## config.mk

```make
export PLATFORM = sky130hd
export DESIGN_NAME = usb_tx_bit_timer
export DESIGN_NICKNAME = d
export VERILOG_FILES = /design/src/rtl/usb_tx_bit_timer.sv
export SDC_FILE = /design/constraint.sdc
export NUM_CORES = 1
export LEC_CHECK = 0
export CAP_MARGIN = 20
export CORE_MARGIN = 4
export CORE_UTILIZATION = 30
export DETAILED_ROUTE_END_ITERATION = 8
export GPL_TIMING_DRIVEN = 0
export PLACE_DENSITY = 0.58
export SETUP_SLACK_MARGIN = 0.1
export SYNTH_ARGS = -nofsm -noshare
export SYNTH_HDL_FRONTEND = slang
export SYNTH_SLANG_ARGS = --single-unit
```

## constraint.sdc

```tcl
create_clock -name clk -period 5.3 [get_ports clk]
set_input_delay 0.795 -clock clk [delete_from_list [all_inputs] [get_ports clk]]
set_output_delay 0.795 -clock clk [all_outputs]
set_load 0.01 [all_outputs]
```

## src/rtl/usb_tx_bit_timer.sv

```systemverilog
// USB TX bit/byte timing generator; STUFF state compiled in with USB_TX_BIT_TIMER_STUFF_EN.
// Strobes are combinational off registered counters; tim_en=0 freezes all state and gates all strobes.
module usb_tx_bit_timer #(
  parameter int CLKS_PER_BIT  = 8,
  parameter int BITS_PER_BYTE = 8,
  parameter int MAX_BYTES     = 64
) (
  input  logic                                 clk,
  input  logic                                 n_rst,
  input  logic                                 tim_rst,
  input  logic                                 tim_en,
  input  logic                                 start,
  input  logic [$clog2(MAX_BYTES+1)-1:0]       pkt_len,
  input  logic                                 stuff_req,
  output logic                                 new_bit,
  output logic                                 load_byte,
  output logic [$clog2(MAX_BYTES)-1:0]         byte_out,
  output logic                                 eod,
  output logic                                 busy
);

  localparam int CW = $clog2(CLKS_PER_BIT);
  localparam int BW = $clog2(BITS_PER_BYTE);
  localparam int LW = $clog2(MAX_BYTES + 1);
  localparam int YW = $clog2(MAX_BYTES);

`ifdef USB_TX_BIT_TIMER_STUFF_EN
  typedef enum logic [1:0] {IDLE = 2'd0, RUN = 2'd1, STUFF = 2'd2} state_t;
`else
  typedef enum logic [1:0] {IDLE = 2'd0, RUN = 2'd1} state_t;
  logic unused_stuff_req;
  assign unused_stuff_req = stuff_req;
`endif

  state_t          state_q, state_d;
  logic [CW-1:0]   width_q, width_d;
  logic [BW-1:0]   bit_q,   bit_d;
  logic [YW-1:0]   byte_q,  byte_d;
  logic [LW-1:0]   len_q,   len_d;

  logic            wrap;
  logic            bit_last;
  logic            byte_last;
  logic            advance;
  logic [LW-1:0]   len_latch;

  assign wrap      = (width_q == CW'(CLKS_PER_BIT - 1));
  assign bit_last  = (bit_q == BW'(BITS_PER_BYTE - 1));
  assign byte_last = !(LW'(byte_q) < (len_q - LW'(1)));

  // Out-of-range lengths (including 0) run a maximum-size packet.
  assign len_latch = ((pkt_len == '0) || (pkt_len > LW'(MAX_BYTES))) ? LW'(MAX_BYTES) : pkt_len;

  always_ff @(posedge clk or negedge n_rst) begin
    if (!n_rst) begin
      state_q <= IDLE;
      width_q <= '0;
      bit_q   <= '0;
      byte_q  <= '0;
      len_q   <= '0;
    end else begin
      state_q <= state_d;
      width_q <= width_d;
      bit_q   <= bit_d;
      byte_q  <= byte_d;
      len_q   <= len_d;
    end
  end

  always_comb begin
    state_d   = state_q;
    width_d   = width_q;
    bit_d     = bit_q;
    byte_d    = byte_q;
    len_d     = len_q;
    new_bit   = 1'b0;
    load_byte = 1'b0;
    eod       = 1'b0;
    advance   = 1'b0;

    if (tim_rst) begin
      state_d = IDLE;
      width_d = '0;
      bit_d   = '0;
      byte_d  = '0;
      len_d   = '0;
    end else if (tim_en) begin
      case (state_q)
        IDLE: begin
          if (start) begin
            state_d = RUN;
            width_d = '0;
            bit_d   = '0;
            byte_d  = '0;
            len_d   = len_latch;
          end
        end
        RUN: begin
          new_bit = wrap;
          width_d = wrap ? '0 : width_q + CW'(1);
          // All-zero counters in RUN only occur in the first active cycle of a packet.
          if (width_q == '0 && bit_q == '0 && byte_q == '0)
            load_byte = 1'b1;
          if (wrap) begin
`ifdef USB_TX_BIT_TIMER_STUFF_EN
            if (stuff_req)
              state_d = STUFF;
            else
              advance = 1'b1;
`else
            advance = 1'b1;
`endif
          end
        end
`ifdef USB_TX_BIT_TIMER_STUFF_EN
        STUFF: begin
          new_bit = wrap;
          width_d = wrap ? '0 : width_q + CW'(1);
          if (wrap) begin
            state_d = RUN;
            advance = 1'b1;
          end
        end
`endif
        default: begin
          state_d = IDLE;
          width_d = '0;
          bit_d   = '0;
          byte_d  = '0;
        end
      endcase

      // Deferred stuff-period ends reuse the held counters here.
      if (advance) begin
        if (!bit_last) begin
          bit_d = bit_q + BW'(1);
        end else if (!byte_last) begin
          load_byte = 1'b1;
          bit_d     = '0;
          byte_d    = byte_q + YW'(1);
        end else begin
          eod     = 1'b1;
          state_d = IDLE;
          bit_d   = '0;
          byte_d  = '0;
        end
      end
    end
  end

  assign busy     = (state_q != IDLE);
  assign byte_out = byte_q;

endmodule

```

==> metrics, run 1 <==
number of max-cap violations=0; setup violators final=0; Total Power=0.320 mW; startpoint types=register; Antenna Nets Post-Route=0; first-pass GRT wire length=5260 um; die width=75.7 um; Post-Route WL=3080 um; Final Hold Viols=0; DIE AREA=5730 um2; filler instances=438; TritonCTS Buffers=3; TritonCTS clock tree=yes; maximum vdd drop=0.108 mV; CP Max Fanout=10; Die H=75.7 um; P&R area growth vs syn=24.2%; largest family of logic cells by synthesized area=simple AND/OR/NAND/NOR gates; CTS hold repair buffers=0; RSZ-0062 raised after global routing=false; Starting Density=0.314; YS warnings=0; initial antenna violation count=0; Vias/cell=5.15; Seq/Total Area, Yosys=0.382; Clock Latency Late Sink=0.26 ns; pwr dens=187 nW/um2; post-CTS sizing=0; CP Data Arrival Time=3.20 ns; fraction of layout cells with a size suffix above 1=0.0625; routability congestion estimate=0.788; Post-Synthesis Net Count=177; count of different cell masters after synthesis=35; H-Tree Level Count=1; number of port buffers=21; largest net degree at the start of global routing=22; Clock Sinks=21; maximum root-to-sink buffer count=2; num rows=24; Worst EP required=4.51 ns; postcts setup bufs=0; Clock Skews=0.00293 ns; Worst-Margin Slew=0.476 ns; vias post-DR=1174; Post-Syn Area=1380 um2; Total Nets Final=204; post-route minimum period=4.00 ns; final slew viol count=0; CP Class=register to output pin; outcome=finished, final reports clean; Synth Register Bits=21; multi-input logic area=786 um2; number of global-route vias before repair=1154; Slew HR=0.682; Avg WL per Cell=13.5 um; highest clock rate=250 MHz; Synth Area in Compound Gates=0.171; DRC=0; setup TNS=0 ns; Syn Inst Count=150; total track usage=0.120; Avg Cell Area, Syn=9.17 um2; crit end category=output pin; antenna cells=0; fin crit share=0.754; DP Wirelength=2380 um; P_leak=0.735 nW; total grt overflow=0; post-synthesis mux area share=0; CTS root buf=clkbuf_8; Adder-Cell Fraction of Synth Area=0.127; initial drt markers=68; I/O Pins=23; First-pass DRT Iterations=4; Post-Synth XOR/XNOR Area=0.0255; post-synthesis simple-gate area fraction=0.247; Worst-path clk slew=0.08 ns; core area=4380 um2; Storage cell area=526 um2; hold crit path type=register to register
[cells in the mapped netlist (all sizes together)]
cell	number	area share
xor2	1	0.0064
ha	14	0.13
nor2b	1	0.0046
o211ai	1	0.0055
a22o	3	0.019
o31ai	2	0.011
a31oi	8	0.036
nor4b	1	0.0064
inv	12	0.033
and3	3	0.014
clkbuf	2	0.0055
nand3	10	0.036
or4	1	0.0082
or2	1	0.0046
o41ai	2	0.013
dfrtp	21	0.38
and2	1	0.0046
a21o	1	0.0055
nand3b	1	0.0055
nand2	4	0.011
or3	2	0.0091
a21oi	14	0.051
buf	1	0.0082
o21ai	3	0.011
or3b	1	0.0082
o311ai	1	0.019
nor3	4	0.015
nor3b	8	0.044
nor2	16	0.045
nor4	1	0.0046
xnor2	3	0.019
nand2b	5	0.023
nand4	1	0.0046
[routing by layer]
layer | vias up | wire length [um] | share of wire | GRT usage
met1 | 551 | 1510 | 0.49 | 0.160
met2 | 21 | 1390 | 0.45 | 0.192
met3 | 6 | 130 | 0.042 | 0.0317
met5 | - | 0 | 0 | 0
met4 | 0 | 37 | 0.012 | 0.0311
li1 | 596 | - | - | -
[sequential cells by signal, indices dropped and copies added (netlist names)]
name / cells
len_q: 7
byte_out: 6
bit_q: 3
width_q: 3
state_q: 2
[worst paths after layout]
path	from	end	slack [ns]	depth (start not counted)
setup reg to reg	len_q[0]	state_q[0]	2.67	10
setup / recovery	len_q[0]	eod	1.30	11
max in group asynchronous	n_rst	byte_out[1]	4.07	2
hold / removal	width_q[1]	width_q[1]	0.53	2
hold reg to reg	width_q[1]	width_q[1]	0.53	2
min in group asynchronous	n_rst	byte_out[3]	0.79	1
[layout by cell type, fill, tap and decap left out, types with 2 or more instances in the layout]
cell type	n
nand2b_1	5
inv_1	12
a21oi_1	14
o41ai_1	2
nand2_1	4
buf_6	2
nor3b_1	8
clkbuf_1	2
o31ai_1	2
clkbuf_8	3
and3_1	3
o21ai_1	2
ha_1	14
xnor2_1	3
dfrtp_1	21
nor2_1	15
a22o_1	3
nand3_1	10
or3_1	2
a31oi_1	8
nor3_1	4
clkdlybuf4s50_1	21
[stage by stage]
step,cells,worst slack (ns),hold WS (ns),util,cell area (um2)
after CTS,227,1.30,0.527,0.387,1700
after global placement,223,1.59,0.491,0.376,1650
after detailed placement,223,1.61,0.511,0.376,1650
after floorplan,150,2.22,0.473,-,1380
final,228,1.30,0.528,0.390,1710
after global routing,228,1.07,0.538,0.390,1710
[power by group]
part           internal, mW  total [mW]  switching, mW
Sequential            0.163       0.166        0.00318
Combinational        0.0233      0.0483         0.0250
Clock                0.0524       0.106         0.0531
Total                 0.238       0.320         0.0813
[cell type report]
cell class,count,share of cell area
Multi-Input combinational cell,114,0.460
Sequential cell,21,0.308
Timing Repair Buffer,22,0.130
Tap cell,52,0.0381
Inverter,12,0.0264
Clock buffer,3,0.0242
Buffer,3,0.0110
Clock inverter,1,0.00293
[worst max-delay path: stages (launching register included)]
cell	delay [ns]
dfrtp_1	0.42
inv_1	0.07
ha_1	0.16
or3b_4	0.40
xor2_1	0.15
ha_1	0.29
nand3_1	0.07
a21oi_1	0.23
o311ai_4	0.15
buf_6	0.19
nor3_1	0.22
clkdlybuf4s50_1	0.58
[cell families (layout without fill, tap and decap cells)]
family	count (synthesis)	after routing
compound gates	35	35
xor+xnor	4	4
fa+ha+maj	14	14
buf+inv	15	41
flops	21	21
simple gates	61	61
No activity file was read; power rests on OpenSTA's default activity.
==> inputs of run 2 (changes only) <==
clock period = 3.8 ns   (was 5.3 ns; I/O delays follow)
==> metrics, run 2 (synthesis results as in run 1) <==
TritonCTS clock tree=yes; Total Nets Final=205; routability congestion estimate=0.788; initial drt markers=66; first-pass GRT wire length=5260 um; CTS root buf=clkbuf_8; post-route minimum period=3.53 ns; TritonCTS Buffers=3; I/O Pins=23; largest net degree at the start of global routing=22; First-pass DRT Iterations=4; core area=4380 um2; DP Wirelength=2380 um; placed insts=223; final setup margin=0.267 ns; fraction of layout cells with a size suffix above 1=0.0791; maximum root-to-sink buffer count=2; DRC=0; initial antenna violation count=0; Slew HR=0.682; die width=75.7 um; P&R area growth vs syn=25.3%; RSZ-0062 raised after global routing=false; highest clock rate=283 MHz; total track usage=0.120; hold crit path type=register to register; CP Data Arrival Time=2.96 ns; most flop-heavy register=len_q; flop2flop setup slack=1.13 ns; CP max stage delay=0.42 ns; Clock Sinks=21; number of max-cap violations=0; commonest cells after routing, fill and taps aside=dfrtp_1 (21), clkdlybuf4s50_1 (19), nor2_1 (15); DIE AREA=5730 um2; P_leak=0.762 nW; Hold WS=0.529 ns; Vias/cell=5.21; Worst-path clk slew=0.08 ns; setup TNS=0 ns; setup violators final=0; CP Cell Sequence=inv_1, ha_1, or3b_4, xor2_1, ha_1, nand3_1, a21oi_2, o311ai_4, buf_4, buf_6, nor3_1, dlygate4sd2_1; H-Tree Level Count=1; Die H=75.7 um; CP Max Fanout=10; num rows=24; Starting Density=0.314; crit path buf inv count=4; crit end category=output pin; number of global-route vias before repair=1138; most common cell after layout, fill and taps aside=dfrtp_1; Avg WL per Cell=13.6 um; Post-Route WL=3110 um; Place WS=0.334 ns; Worst EP required=3.23 ns; Finished Layout Cells=229; number of port buffers=21; Worst path slowest cell=dfrtp_1; CTS hold repair buffers=0; Clock Skews=0.00404 ns; total grt overflow=0; pwr dens=259 nW/um2; Crit path max-delay family=buffers and inverters; final slew viol count=0; vias post-DR=1193; antenna cells=0; number of flip-flops in the largest register=7; Clock Latency Late Sink=0.26 ns; fin crit share=0.930; CP Class=register to output pin; maximum vdd drop=0.152 mV; crit-path most repeated cell=ha_1; Antenna Nets Post-Route=0; startpoint types=register; Final Hold Viols=0; Worst-Margin Slew=0.476 ns; outcome=finished, final reports clean
run 2: worst register-to-register path: stages (launching register included):
cell and delay [ns]:
dfrtp_1 0.42, inv_1 0.07, ha_1 0.16, or3b_4 0.40
xor2_1 0.15, ha_1 0.29, a21oi_1 0.18, nor2b_2 0.07
o311ai_4 0.26, buf_4 0.19, nor2_1 0.05, o41ai_1 0.30
run 2: power by group:
group / total [mW] / internal, mW / switching [mW]
clock: 0.148 / 0.0731 / 0.0746
sequential: 0.231 / 0.227 / 0.00435
combinational: 0.0673 / 0.0326 / 0.0347
total: 0.446 / 0.333 / 0.114
run 2: timing repair:
item | in CTS | in global routing
pin swaps | 1 | 0
setup endpoints to repair | 2 | 2
buffers inserted | 1 | 0
gates resized for setup | 2 | 2
run 2: through the flow:
step / util / instance area (um2) / total power [mW]
CTS: 0.389 / 1710 / 0.451
finish: 0.393 / 1720 / 0.446
detailed placement: 0.376 / 1650 / 0.302
global placement: 0.376 / 1650 / 0.300
global route: 0.393 / 1720 / 0.469
floorplan: - / 1380 / 0.273
run 2: worst paths after layout:
kind,from,endpoint,depth (start not counted)
setup / recovery,len_q[0],eod,12
hold / removal,width_q[1],width_q[1],2
setup reg to reg,len_q[0],state_q[0],11
hold reg to reg,width_q[1],width_q[1],2
max in group asynchronous,n_rst,byte_out[1],2
min in group asynchronous,n_rst,byte_out[3],1
run 2: final cells by class:
cell class	count	area, um2
Clock buffer	3	41.3
Timing Repair Buffer	23	230
Sequential cell	21	526
Fill cell	436	2660
Clock inverter	1	5.00
Multi-Input combinational cell	114	792
Buffer	3	18.8
Inverter	12	45.0
Tap cell	52	65.1
run 2: metal layers:
layer | vias to the layer above | share of wire | routed length [um] | global-route usage
li1 | 599 | - | - | -
met1 | 566 | 0.49 | 1520 | 0.164
met2 | 24 | 0.46 | 1420 | 0.188
met3 | 4 | 0.043 | 134 | 0.0317
met4 | 0 | 0.011 | 34 | 0.0311
met5 | - | 0 | 0 | 0
==> inputs of run 3 (changes only) <==
SLEW_MARGIN = 20   (was unset)
==> metrics, run 3 (synthesis results as in run 1) <==
outcome=finished, final reports clean; core area=4380 um2; Die H=75.7 um; CTS root buf=clkbuf_8; H-Tree Level Count=1; fraction of layout cells with a size suffix above 1=0.0795; setup violators final=0; Clock Skews=0.00101 ns; startpoint types=register; antenna cells=0; CTS hold repair buffers=0; Hold WS=0.265 ns; number of flip-flops in the largest register=7; initial antenna violation count=0; TritonCTS clock tree=yes; Post-Route WL=3130 um; placed cell area=1650 um2; P_leak=0.756 nW; post-route minimum period=3.53 ns; total track usage=0.120; Vias/cell=5.21; Total Nets Final=204; total grt overflow=0; Clock Sinks=21; maximum root-to-sink buffer count=2; initial drt markers=63; Worst-path clk slew=0.08 ns; pwr dens=260 nW/um2; num rows=24; first-pass GRT wire length=5260 um; Antenna Nets Post-Route=0; I/O Pins=23; Place WS=0.334 ns; CP Max Fanout=10; Starting Density=0.314; RSZ-0062 raised after global routing=false; most flop-heavy register=len_q; Total Power=0.444 mW; routability congestion estimate=0.788; filler instances=437; Avg WL per Cell=13.7 um; hold crit path type=primary input to asynchronous set/reset pin; most common cell after layout, fill and taps aside=dfrtp_1; DRC=0; die width=75.7 um; P&R area growth vs syn=24.1%; CP Data Arrival Time=2.96 ns; TritonCTS Buffers=3; final slew viol count=0; Slew HR=0.672; Final Hold Viols=0; design area=1710 um2; final setup margin=0.267 ns; CP Class=register to output pin; DIE AREA=5730 um2; largest net degree at the start of global routing=22; number of port buffers=21; Reg2Reg Depth=11; highest clock rate=283 MHz; vias post-DR=1188; Clock Latency Late Sink=0.26 ns; crit end category=output pin; number of global-route vias before repair=1138; maximum vdd drop=0.150 mV; Worst EP required=3.23 ns; fin crit share=0.930; setup TNS=0 ns; First-pass DRT Iterations=4; Worst-Margin Slew=0.492 ns; number of max-cap violations=0; commonest cells after routing, fill and taps aside=dfrtp_1 (21), clkdlybuf4s50_1 (18), nor2_1 (15); DP Wirelength=2380 um
run 3: final timing paths:
path,from,to,slack (ns)
setup reg to reg,len_q[0],state_q[0],1.12
hold reg to reg,width_q[1],width_q[1],0.53
hold / removal,n_rst,byte_out[3],0.27
min in group clk,width_q[1],width_q[1],0.53
max in group asynchronous,n_rst,state_q[0],3.20
setup / recovery,len_q[0],eod,0.27
run 3: critical path, stage by stage (launching register included):
cell,delay (ns)
dfrtp_1,0.42
inv_1,0.07
ha_1,0.16
or3b_4,0.40
xor2_1,0.15
ha_1,0.29
nand3_1,0.09
a21oi_2,0.16
o311ai_4,0.13
buf_4,0.19
buf_6,0.14
nor3_1,0.21
dlygate4sd2_1,0.30
run 3: final cells by class:
cell class,instances,area (um2),area share
clock buffers,3,41.3,0.0242
inverters,12,45.0,0.0264
multi-input cells,114,792,0.464
well taps,52,65.1,0.0381
repair buffers,22,214,0.125
flip-flops and latches,21,526,0.308
plain buffers,3,18.8,0.0110
clock inverters,1,5.00,0.00293
run 3: power breakdown:
group | total, mW | leakage, nW | switching (mW) | internal [mW]
logic | 0.0656 | 0.440 | 0.0346 | 0.0310
registers | 0.231 | 0.291 | 0.00435 | 0.227
clock network | 0.147 | 0.0255 | 0.0740 | 0.0730
total | 0.444 | 0.756 | 0.113 | 0.331
run 3: timing repair:
item | CTS | global route
buffers inserted | 1 | 0
endpoints found under the setup margin | 2 | 2
gates resized for setup | 2 | 2
gates cloned | 0 | 0
pin swaps | 1 | 0
run 3: per-layer routing:
layer	GRT usage	up-vias	share of wire
met5	0	-	0
met2	0.188	26	0.45
met4	0.0311	0	0.011
li1	-	598	-
met3	0.0317	4	0.049
met1	0.164	560	0.49
run 3: per-stage QoR:
step	instances	utilization
floorplan	150	-
global placement	223	0.376
detailed placement	223	0.376
CTS	228	0.389
global route	228	0.389
finish	228	0.389
